### config.mk
export PLATFORM = sky130hd
export DESIGN_NAME = alu_seq
export DESIGN_NICKNAME = d
export VERILOG_FILES = /design/src/rtl/alu_pkg.sv /design/src/rtl/alu_seq_mul_iter.sv /design/src/rtl/alu_seq.sv
export SDC_FILE = /design/constraint.sdc
export NUM_CORES = 1
export LEC_CHECK = 0
export ABC_AREA = 0
export ABC_CLOCK_PERIOD_IN_PS = 5810
export CAP_MARGIN = 0
export CORE_MARGIN = 5
export CORE_UTILIZATION = 38
export CTS_BUF_LIST = sky130_fd_sc_hd__clkbuf_8
export DETAILED_ROUTE_END_ITERATION = 10
export DONT_BUFFER_PORTS = 1
export GPL_TIMING_DRIVEN = 0
export HOLD_SLACK_MARGIN = 0.08
export PLACE_DENSITY_LB_ADDON = 0.05
export SLEW_MARGIN = 10
export SYNTH_ARGS = -nofsm -noshare
export SYNTH_HDL_FRONTEND = slang
export SYNTH_SLANG_ARGS = --single-unit
export TNS_END_PERCENT = 20
### constraint.sdc
create_clock -name clk -period 5.81 [get_ports clk]
set_input_delay 1.162 -clock clk [delete_from_list [all_inputs] [get_ports clk]]
set_output_delay 1.162 -clock clk [all_outputs]
set_load 0.05 [all_outputs]
### src/rtl/alu_pkg.sv
// Shared opcodes, FSM state type and flag bit positions for the sequential ALU.
package alu_pkg;

    localparam logic [2:0] OP_ADD = 3'b000;
    localparam logic [2:0] OP_SUB = 3'b001;
    localparam logic [2:0] OP_AND = 3'b010;
    localparam logic [2:0] OP_OR  = 3'b011;
    localparam logic [2:0] OP_XOR = 3'b100;
    localparam logic [2:0] OP_LSL = 3'b101;
    localparam logic [2:0] OP_LSR = 3'b110;
    localparam logic [2:0] OP_MUL = 3'b111;

    typedef enum logic [1:0] {
        IDLE,
        MUL,
        DONE
    } alu_state_t;

    localparam int FLAG_N = 3;
    localparam int FLAG_Z = 2;
    localparam int FLAG_C = 1;
    localparam int FLAG_V = 0;

endpackage

### src/rtl/alu_seq_mul_iter.sv
// Iterative unsigned shift-add multiplier: one partial product per cycle, WIDTH cycles.
module mul_iter #(
    parameter int WIDTH = 32
) (
    input  logic             clk,
    input  logic             reset,
    input  logic             start,
    input  logic [WIDTH-1:0] a,
    input  logic [WIDTH-1:0] b,
    output logic             done,
    output logic [WIDTH-1:0] product
);

    localparam int CW = $clog2(WIDTH);

    logic [WIDTH-1:0] acc;
    logic [WIDTH-1:0] mcand;
    logic [WIDTH-1:0] mplr;
    logic [CW-1:0]    count;
    logic             running;

    // product already folds in the current iteration so the last step needs no extra cycle
    assign product = acc + (mplr[0] ? mcand : '0);
    assign done    = running & (count == '0);

    always_ff @(posedge clk) begin
        if (reset) begin
            acc     <= '0;
            mcand   <= '0;
            mplr    <= '0;
            count   <= '0;
            running <= 1'b0;
        end else if (start) begin
            acc     <= '0;
            mcand   <= a;
            mplr    <= b;
            count   <= CW'(WIDTH - 1);
            running <= 1'b1;
        end else if (running) begin
            acc   <= product;
            mcand <= mcand << 1;
            mplr  <= mplr >> 1;
            if (count == '0) begin
                running <= 1'b0;
            end else begin
                count <= count - 1'b1;
            end
        end
    end

endmodule

### src/rtl/alu_seq.sv
// Multi-cycle ALU with valid/ready handshakes; single-cycle ops plus optional iterative multiply.
//   state | meaning
//   IDLE  | ready for an operation
//   MUL   | multiplier iterating, busy high
//   DONE  | Result/ALUFlags valid, waiting for out_ready
module alu_seq
    import alu_pkg::*;
#(
    parameter int WIDTH  = 32,
    parameter int MUL_EN = 1
) (
    input  logic             clk,
    input  logic             reset,
    input  logic             in_valid,
    output logic             in_ready,
    input  logic [WIDTH-1:0] a,
    input  logic [WIDTH-1:0] b,
    input  logic [2:0]       ALUControl,
    output logic             out_valid,
    input  logic             out_ready,
    output logic [WIDTH-1:0] Result,
    output logic [3:0]       ALUFlags,
    output logic             busy
);

    localparam int SW = $clog2(WIDTH);

    alu_state_t state, state_nxt;

    logic             accept;
    logic             mul_sel;
    logic             mul_start;
    logic             mul_done;
    logic [WIDTH-1:0] mul_product;
    logic [3:0]       mul_flags;

    logic [SW-1:0]    shamt;
    logic [SW-1:0]    lsl_idx;
    logic [SW-1:0]    lsr_idx;
    logic             sub;
    logic [WIDTH:0]   sum;
    logic [WIDTH-1:0] alu_res;
    logic             alu_c;
    logic             alu_v;
    logic [3:0]       alu_flags;

    assign in_ready  = (state == IDLE) & ~reset;
    assign out_valid = (state == DONE);
    assign busy      = (state == MUL);
    assign accept    = in_valid & in_ready;
    assign mul_sel   = (MUL_EN != 0) && (ALUControl == OP_MUL);
    assign mul_start = accept & mul_sel;

    assign shamt   = b[SW-1:0];
    // 0 - shamt wraps to WIDTH - shamt in SW bits
    assign lsl_idx = SW'(WIDTH) - shamt;
    assign lsr_idx = shamt - SW'(1);

    always_comb begin
        sub     = (ALUControl == OP_SUB);
        sum     = {1'b0, a} + {1'b0, (sub ? ~b : b)} + {{WIDTH{1'b0}}, sub};
        alu_res = '0;
        alu_c   = 1'b0;
        alu_v   = 1'b0;
        case (ALUControl)
            OP_ADD, OP_SUB: begin
                alu_res = sum[WIDTH-1:0];
                alu_c   = sum[WIDTH];
                alu_v   = ~(a[WIDTH-1] ^ b[WIDTH-1] ^ sub) & (a[WIDTH-1] ^ sum[WIDTH-1]);
            end
            OP_AND: alu_res = a & b;
            OP_OR:  alu_res = a | b;
            OP_XOR: alu_res = a ^ b;
            OP_LSL: begin
                alu_res = a << shamt;
                alu_c   = (shamt != '0) ? a[lsl_idx] : 1'b0;
            end
            OP_LSR: begin
                alu_res = a >> shamt;
                alu_c   = (shamt != '0) ? a[lsr_idx] : 1'b0;
            end
            default: alu_res = '0;
        endcase
    end

    always_comb begin
        alu_flags         = '0;
        alu_flags[FLAG_N] = alu_res[WIDTH-1];
        alu_flags[FLAG_Z] = (alu_res == '0);
        alu_flags[FLAG_C] = alu_c;
        alu_flags[FLAG_V] = alu_v;
        mul_flags         = '0;
        mul_flags[FLAG_N] = mul_product[WIDTH-1];
        mul_flags[FLAG_Z] = (mul_product == '0);
    end

    generate
        if (MUL_EN != 0) begin : g_mul
            mul_iter #(.WIDTH(WIDTH)) u_mul_iter (
                .clk     (clk),
                .reset   (reset),
                .start   (mul_start),
                .a       (a),
                .b       (b),
                .done    (mul_done),
                .product (mul_product)
            );
        end else begin : g_no_mul
            assign mul_done    = 1'b0;
            assign mul_product = '0;
        end
    endgenerate

    always_comb begin
        state_nxt = state;
        case (state)
            IDLE: if (accept) state_nxt = mul_sel ? MUL : DONE;
            MUL:  if (mul_done) state_nxt = DONE;
            DONE: if (out_ready) state_nxt = IDLE;
            default: state_nxt = IDLE;
        endcase
    end

    always_ff @(posedge clk) begin
        if (reset) begin
            state <= IDLE;
        end else begin
            state <= state_nxt;
        end
    end

    always_ff @(posedge clk) begin
        if (reset) begin
            Result   <= '0;
            ALUFlags <= '0;
        end else if (accept && !mul_sel) begin
            Result   <= alu_res;
            ALUFlags <= alu_flags;
        end else if ((state == MUL) && mul_done) begin
            Result   <= mul_product;
            ALUFlags <= mul_flags;
        end
    end

endmodule

==> run_results.csv, run 1 <==
group,metric,value,unit
sta,whs,0.4997,ns
worst_setup_path,crit_type,"input pin to flop",
synthesis,synth_top_area_share,0.1741,
clock_network,cts_buffers,17,
run,max-cap-violations,0,
power,vdd_drop_max,0.0001208,V
sta,slew_headroom,0.02658,
synthesis,synthTopCellsByArea,"dfxtp_1 17%, ha_1 11%, mux2i_1 8.2%",
floorplanning,dieArea,0.04626,mm^2
placed_design,dpl-instance-area,0.01668,mm^2
drt,antenna_left,0,
sta,max_freq,0.1722,GHz
placed_design,place_inst,2574,
drt,wl,84310,um
hold_path,min_to,"g_mul.u_mul_iter.mplr[31]$_SDFFE_PP0P_",
placed_design,dpl.hpwl,67340,um
placed_design,portBuffers,0,
worst_setup_path,critPathLaunchType,"input pin",
clock_network,cts.clk_slew.worst_paths,0.10,ns
floorplanning,io_pins,110,
clock_network,clk_latency,0.57,ns
floorplanning,rows,75,
clock_network,cts_sinks,139,
grt,busiest_layer,"met2",
grt,globalRouteMet1Util,0.4322,
worst_setup_path,r2r_cells,16,
cells_and_area,utilization,0.4120,
power,p_total,3132,uW
power,p_leak,0.006456,uW
floorplanning,start_util,0.3827,
cells_and_area,stdcell_count,2610,
floorplanning,core,0.04176,mm^2
sta,min_period,5.806,ns
placed_design,gp_congestion,1.045,
worst_setup_path,cp.arrival,6.28,ns
grt,use_met3,0.07895,
synthesis,syn_area,0.01598,mm^2
synthesis,post-synth-top-area-cell,"dfxtp_1",
sta,finalMaxSlewViolations,0,
grt,grt_pass1_wl,119300,um
worst_setup_path,cp-end-kind,"flop",
drt,drtPass1Iterations,6,
synthesis,synth_edf_count,0,
grt,antenna_found_initial,2,
synthesis,syn-mean-instance-area,7.860,um^2
cells_and_area,nNetsFinal,2266,
worst_setup_path,slowest_stage,"a311oi_1",
sta,finalHoldViolCount,0,
grt,gr-total-overflow,0,
grt,grt_pass1_vias,16666,
clock_network,ctsHtreeMaxLevel,4,
hold_path,hp-start,"g_mul.u_mul_iter.mplr[31]$_SDFFE_PP0P_",
worst_setup_path,r2r_setup_slack,0.76,ns
cells_and_area,final_area,0.01721,mm^2
worst_setup_path,r2r_start,"g_mul.u_mul_iter.mplr[0]$_SDFFE_PP0P_",
grt,use_met2,0.5585,
worst_setup_path,critPathRequiredTime,6.29,ns
clock_network,tritoncts,"built",
clock_network,cts-root-buf,"clkbuf_8",
synthesis,ys_types,91,
grt,grt_util_all_layers,0.3509,
synthesis,synth-seq-cells,139,
synthesis,ys_seq_area_frac,0.1741,
worst_setup_path,critPathMaxStageDelay,0.63,ns
drt,num_vias,17082,
synthesis,synthTopCellsByCount,"235 x nor2_1, 153 x nand2_1, 139 x dfxtp_1, 139 x ha_1, 133 x clkbuf_1",
synthesis,async_flop_share,0,
synthesis,yosysMostFrequentCell,"nor2_1",
synthesis,yosysWarnings,0,
power,power_density,182.0,mW/mm^2
cells_and_area,syn2layout_area_growth,7.673,%
floorplanning,die_x,215.1,um
worst_setup_path,cp_cell_sequence,"buf_6 > buf_4 > buf_2 > buf_2 > buf_2 > inv_1 > ha_1 > o21ai_2 > o221ai_1 > a311oi_1 > o21ai_1 > nor3_1 > nand4_1 > nor4_2 > nand3_1 > o31ai_2",
floorplanning,die_y,215.1,um
drt,first_iter_violations,1929,
outcome,outcome,"finished, final reports clean",
worst_setup_path,cp_common_cell,"buf_2",
worst_setup_path,crit_fanout,10,
clock_network,cts_buffer_depth,2,
synthesis,yosys_most_used_dff,"dfxtp_1",
drt,drc_errors,0,
hold_path,hold_class,"flop to flop",
drt,wire_per_inst,32.30,um
synthesis,syn_nets,2245,
sta,rsz0062_at_grt,"yes",
grt,grt_max_degree,19,
sta,setup-violations-final,0,
worst_setup_path,timing.rr.end,"ALUFlags[2]$_SDFFE_PP0P_",
hold_path,holdPathStages,2,
sta,clock_skew,0.03086,ns
cells_and_area,layout-drive-gt1-share,0.08805,
sta,worst_pin_slew,1.420,ns
synthesis,synthesis.instances,2033,
sta,fin_crit_sh,0.9994,
drt,viasPerCell,6.545,
-- worst max-delay path: cells and delay by family --
family                   cells  cell delay (ns)
AO/OA/AOI/OAI                5             2.18
buffers and inverters        6             1.72
AND/OR/NAND/NOR              4             0.74
adder cells (fa/ha/maj)      1             0.46
-- power by group --
part           internal, uW  switching [uW]
logic                   390             794
registers               976            65.1
clock network           334             572
total                  1700            1430
-- per-stage QoR --
| step | TNS, ns | setup slack [ns] |
|---|---|---|
| after floorplan | 0 | 0.04441 |
| after global placement | -27.10 | -1.654 |
| after detailed placement | -28.30 | -1.691 |
| after CTS | 0 | 0.04618 |
| after global routing | -0.06447 | -0.06447 |
| final | 0 | 0.003684 |
-- per-layer routing --
layer / up-vias / part of all wire
met2: 940 / 0.45
met1: 8263 / 0.39
met4: 0 / 0.075
li1: 7625 / -
met3: 254 / 0.086
met5: - / 0
-- repair_timing --
action	in CTS	in global routing
setup endpoints to repair	25	4
setup buffers	1	0
hold buffers	0	0
resized for setup	27	11
pin swaps	3	2
-- registers in the layout, summed over array words and instances (netlist names) --
name                      flops
g_mul.u_mul_iter.acc         32
g_mul.u_mul_iter.running      1
g_mul.u_mul_iter.mcand       32
state                         2
ALUFlags                      3
g_mul.u_mul_iter.count        5
Result                       32
g_mul.u_mul_iter.mplr        32
-- final cells by class --
type                    instances  area [um^2]
diodes                          4        10.01
plain buffers                 170        715.7
clock buffers                  17        234.0
clock inverters                15        193.9
fillers                      4418        24550
inverters                      91        342.8
multi-input cells            1632        12220
flip-flops and latches        139         2783
well taps                     539        674.4
repair buffers                  3        30.03
-- cell usage in the layout (no fill, tap or decap), types with 10 or more instances in the layout --
cell type / n
a31oi_1: 15
inv_1: 89
o22ai_1: 30
a211o_1: 12
ha_1: 139
buf_1: 12
xor2_1: 17
mux4_2: 46
buf_2: 17
a21o_1: 19
and3_1: 11
and2_1: 44
a211oi_1: 95
nand4_1: 25
clkbuf_8: 17
nor2_1: 234
nor3_1: 32
clkbuf_1: 123
nand2b_1: 14
mux2i_1: 131
nor2b_1: 12
nand3_1: 35
mux2_2: 28
o221ai_1: 13
or3_1: 10
xnor2_1: 54
a221oi_1: 22
dfxtp_1: 139
nand2_1: 153
o21ai_0: 70
a22oi_1: 53
o211ai_1: 26
a21oi_1: 117
-- worst max-delay path by stage --
stage	from	to	slack, ns	cells after the start
finish	b[0]	ALUFlags[2]$_SDFFE_PP0P_	0.004	16
CTS	ALUControl[2]	ALUFlags[2]$_SDFFE_PP0P_	0.05	20
global route	ALUControl[2]	ALUFlags[2]$_SDFFE_PP0P_	-0.06	21
floorplan	ALUControl[1]	ALUFlags[2]$_SDFFE_PP0P_	0.04	19
global placement	ALUControl[2]	ALUFlags[2]$_SDFFE_PP0P_	-1.65	20
detailed placement	ALUControl[2]	ALUFlags[2]$_SDFFE_PP0P_	-1.69	19
-- cell families (layout without fill, tap and decap cells) --
| logic type | count (synthesis) | count (layout) | share of synthesized area |
|---|---|---|---|
| AND/OR/NAND/NOR | 631 | 631 | 0.1887 |
| other | 0 | 4 | 0 |
| XOR/XNOR | 71 | 71 | 0.03891 |
| flip-flops | 139 | 139 | 0.1741 |
| AO/OA/AOI/OAI | 584 | 584 | 0.2563 |
| buffers and inverters | 262 | 296 | 0.06405 |
| multiplexers | 205 | 205 | 0.1666 |
| adder cells (fa/ha/maj) | 141 | 141 | 0.1113 |
(Power assumes the default switching activity.)
==> run 2, diff against run 1 <==
Settings changed: REMOVE_ABC_BUFFERS from default to 1, SKIP_CTS_REPAIR_TIMING from default to 1.
==> run 2 against run 1 <==
  * Non-clock buffer count decreased by 158
  * Setup slack improved by 0.30 ns
  * Core utilization decreased by 1.2 points
  * First-iteration DRC count decreased by 20%
  * Cell count decreased by 6.2%
  * Largest power group is now registers
==> run_results.csv, run 2 (same netlist as run 1, synthesis figures left out) <==
group,metric,value,unit
grt,grt_pass1_wl,100300,um
sta,finalHoldViolCount,0,
sta,setup-violations-final,0,
power,power_density,178.3,mW/mm^2
drt,antenna_left,0,
power,vdd_drop_max,0.0001381,V
worst_setup_path,cp-end-kind,"flop",
sta,worst_pin_slew,1.349,ns
grt,globalRouteMet1Util,0.3823,
floorplanning,start_util,0.3827,
power,netSwitchingPower,1225,uW
outcome,outcome,"finished, final reports clean",
run,max-cap-violations,0,
cells_and_area,multiInputGateArea,0.01223,mm^2
power,sw_frac_of_total,0.4109,
grt,antenna_found_initial,1,
clock_network,tritoncts,"built",
hold_path,hold_class,"flop to flop",
cells_and_area,final_common_cell,"nor2_1",
power,p_total,2982,uW
floorplanning,io_pins,110,
clock_network,cts-root-buf,"clkbuf_8",
sta,min_period,5.503,ns
cells_and_area,seq_area,0.002786,mm^2
floorplanning,rows,75,
power,comb_power_share,0.336,
grt,grt_max_degree,111,
drt,num_vias,15627,
cells_and_area,fillers,4337,
cells_and_area,layout_common_cells,"232 x nor2_1, 153 x nand2_1, 139 x ha_1, 138 x dfxtp_1, 131 x mux2i_1",
floorplanning,die_x,215.1,um
placed_design,dpl-instance-area,0.01628,mm^2
cells_and_area,layout-drive-gt1-share,0.08434,
power,seqPwrFrac,0.349,
clock_network,cts_buffers,17,
sta,slew_headroom,0.1005,
sta,max_freq,0.1817,GHz
cells_and_area,diodes,0,
worst_setup_path,r2r_cells,15,
placed_design,gp_congestion,0.9611,
worst_setup_path,crit_type,"input pin to flop",
cells_and_area,stdcell_count,2448,
floorplanning,core,0.04176,mm^2
grt,use_met2,0.4589,
drt,drtPass1Iterations,6,
worst_setup_path,r2r_start,"g_mul.u_mul_iter.mplr[0]$_SDFFE_PP0P_",
floorplanning,dieArea,0.04626,mm^2
clock_network,ctsHtreeMaxLevel,4,
worst_setup_path,crit_path_start,"ALUControl[1]",
worst_setup_path,crit_fanout,32,
sta,clock_skew,0.03601,ns
cells_and_area,final_area,0.01672,mm^2
drt,viasPerCell,6.384,
grt,gr-total-overflow,0,
power,p_leak,0.006250,uW
sta,finalMaxSlewViolations,0,
placed_design,portBuffers,0,
grt,grt_pass1_vias,14918,
hold_path,hp-start,"g_mul.u_mul_iter.acc[25]$_SDFFE_PP0P_",
grt,grt_util_all_layers,0.2830,
cells_and_area,syn2layout_area_growth,4.659,%
drt,drc_errors,0,
sta,rsz0062_at_grt,"no",
grt,busiest_layer,"met2",
grt,use_met3,0.05784,
clock_network,cts_sinks,139,
power,internal_power,1757,uW
power,clock_power_share,0.315,
clock_network,cts_buffer_depth,2,
clock_network,clk_latency,0.59,ns
placed_design,dpl.hpwl,50200,um
cells_and_area,nNetsFinal,2108,
sta,fin_crit_sh,0.9472,
worst_setup_path,cp.arrival,6.00,ns
drt,wire_per_inst,27.61,um
clock_network,cts.clk_slew.worst_paths,0.11,ns
worst_setup_path,critPathLaunchType,"input pin",
placed_design,place_inst,2414,
hold_path,holdPathStages,2,
floorplanning,die_y,215.1,um
worst_setup_path,critPathRequiredTime,6.31,ns
drt,first_iter_violations,1550,
drt,wl,67600,um
[run 2: cell count changes in the layout (fill, tap and decap cells not counted), moves of 5 or more]
cell | before | now
buf_1 | 12 | 1
buf_16 | 0 | 5
buf_2 | 17 | 0
clkbuf_1 | 123 | 0
clkbuf_2 | 9 | 0
inv_6 | 1 | 6
[run 2: critical path, stage by stage]
cell and delay [ns]:
or2_2 0.63, nor2_4 0.30, buf_4 0.27, xnor2_1 0.18
inv_1 0.09, fa_1 0.40, nand3b_1 0.22, a21oi_1 0.22
o21ai_0 0.26, a21o_1 0.32, o21a_1 0.26, a21oi_1 0.29
o21ai_0 0.31, or4_1 0.60, nor2_1 0.10, nand3_1 0.13
o31ai_2 0.24
[run 2: final cells by class]
type,instances,area share
Multi-Input combinational cell,1632,0.7314
Clock inverter,15,0.01160
Clock buffer,17,0.01399
Timing Repair Buffer,15,0.01564
Tap cell,539,0.04032
Inverter,91,0.02042
Sequential cell,139,0.1666
[run 2: routing by layer]
layer	part of all wire	vias up
met2	0.46	577
met1	0.44	7636
li1	-	7308
met4	0.027	0
met5	0	-
met3	0.072	106
[run 2: metrics by stage]
step / worst slack (ns) / setup TNS [ns] / hold WS [ns] / util
global placement: -3.233 / -114.87 / 0.4707 / 0.3825
finish: 0.3069 / 0 / 0.4923 / 0.4005
floorplan: -0.8961 / -3.785 / 0.4548 / -
CTS: 0.1831 / 0 / 0.4965 / 0.4002
detailed placement: -0.4002 / -0.7037 / 0.4732 / 0.3899
global route: 0.1694 / 0 / 0.5176 / 0.4005
[run 2: final timing paths]
check / end / slack (ns)
hold / removal: g_mul.u_mul_iter.acc[25]$_SDFFE_PP0P_ / 0.49
setup reg to reg: ALUFlags[2]$_SDFFE_PP0P_ / 0.68
setup / recovery: ALUFlags[2]$_SDFFE_PP0P_ / 0.31
hold reg to reg: g_mul.u_mul_iter.acc[25]$_SDFFE_PP0P_ / 0.49
[run 2: power groups by stage]
stage	Clock, uW	Combinational, uW	Sequential, uW
after global placement	0	963	1070
after floorplan	0	661	1060
final	940	1000	1040
after CTS	965	984	1040
after global routing	1000	1070	1040
after detailed placement	0	979	1060
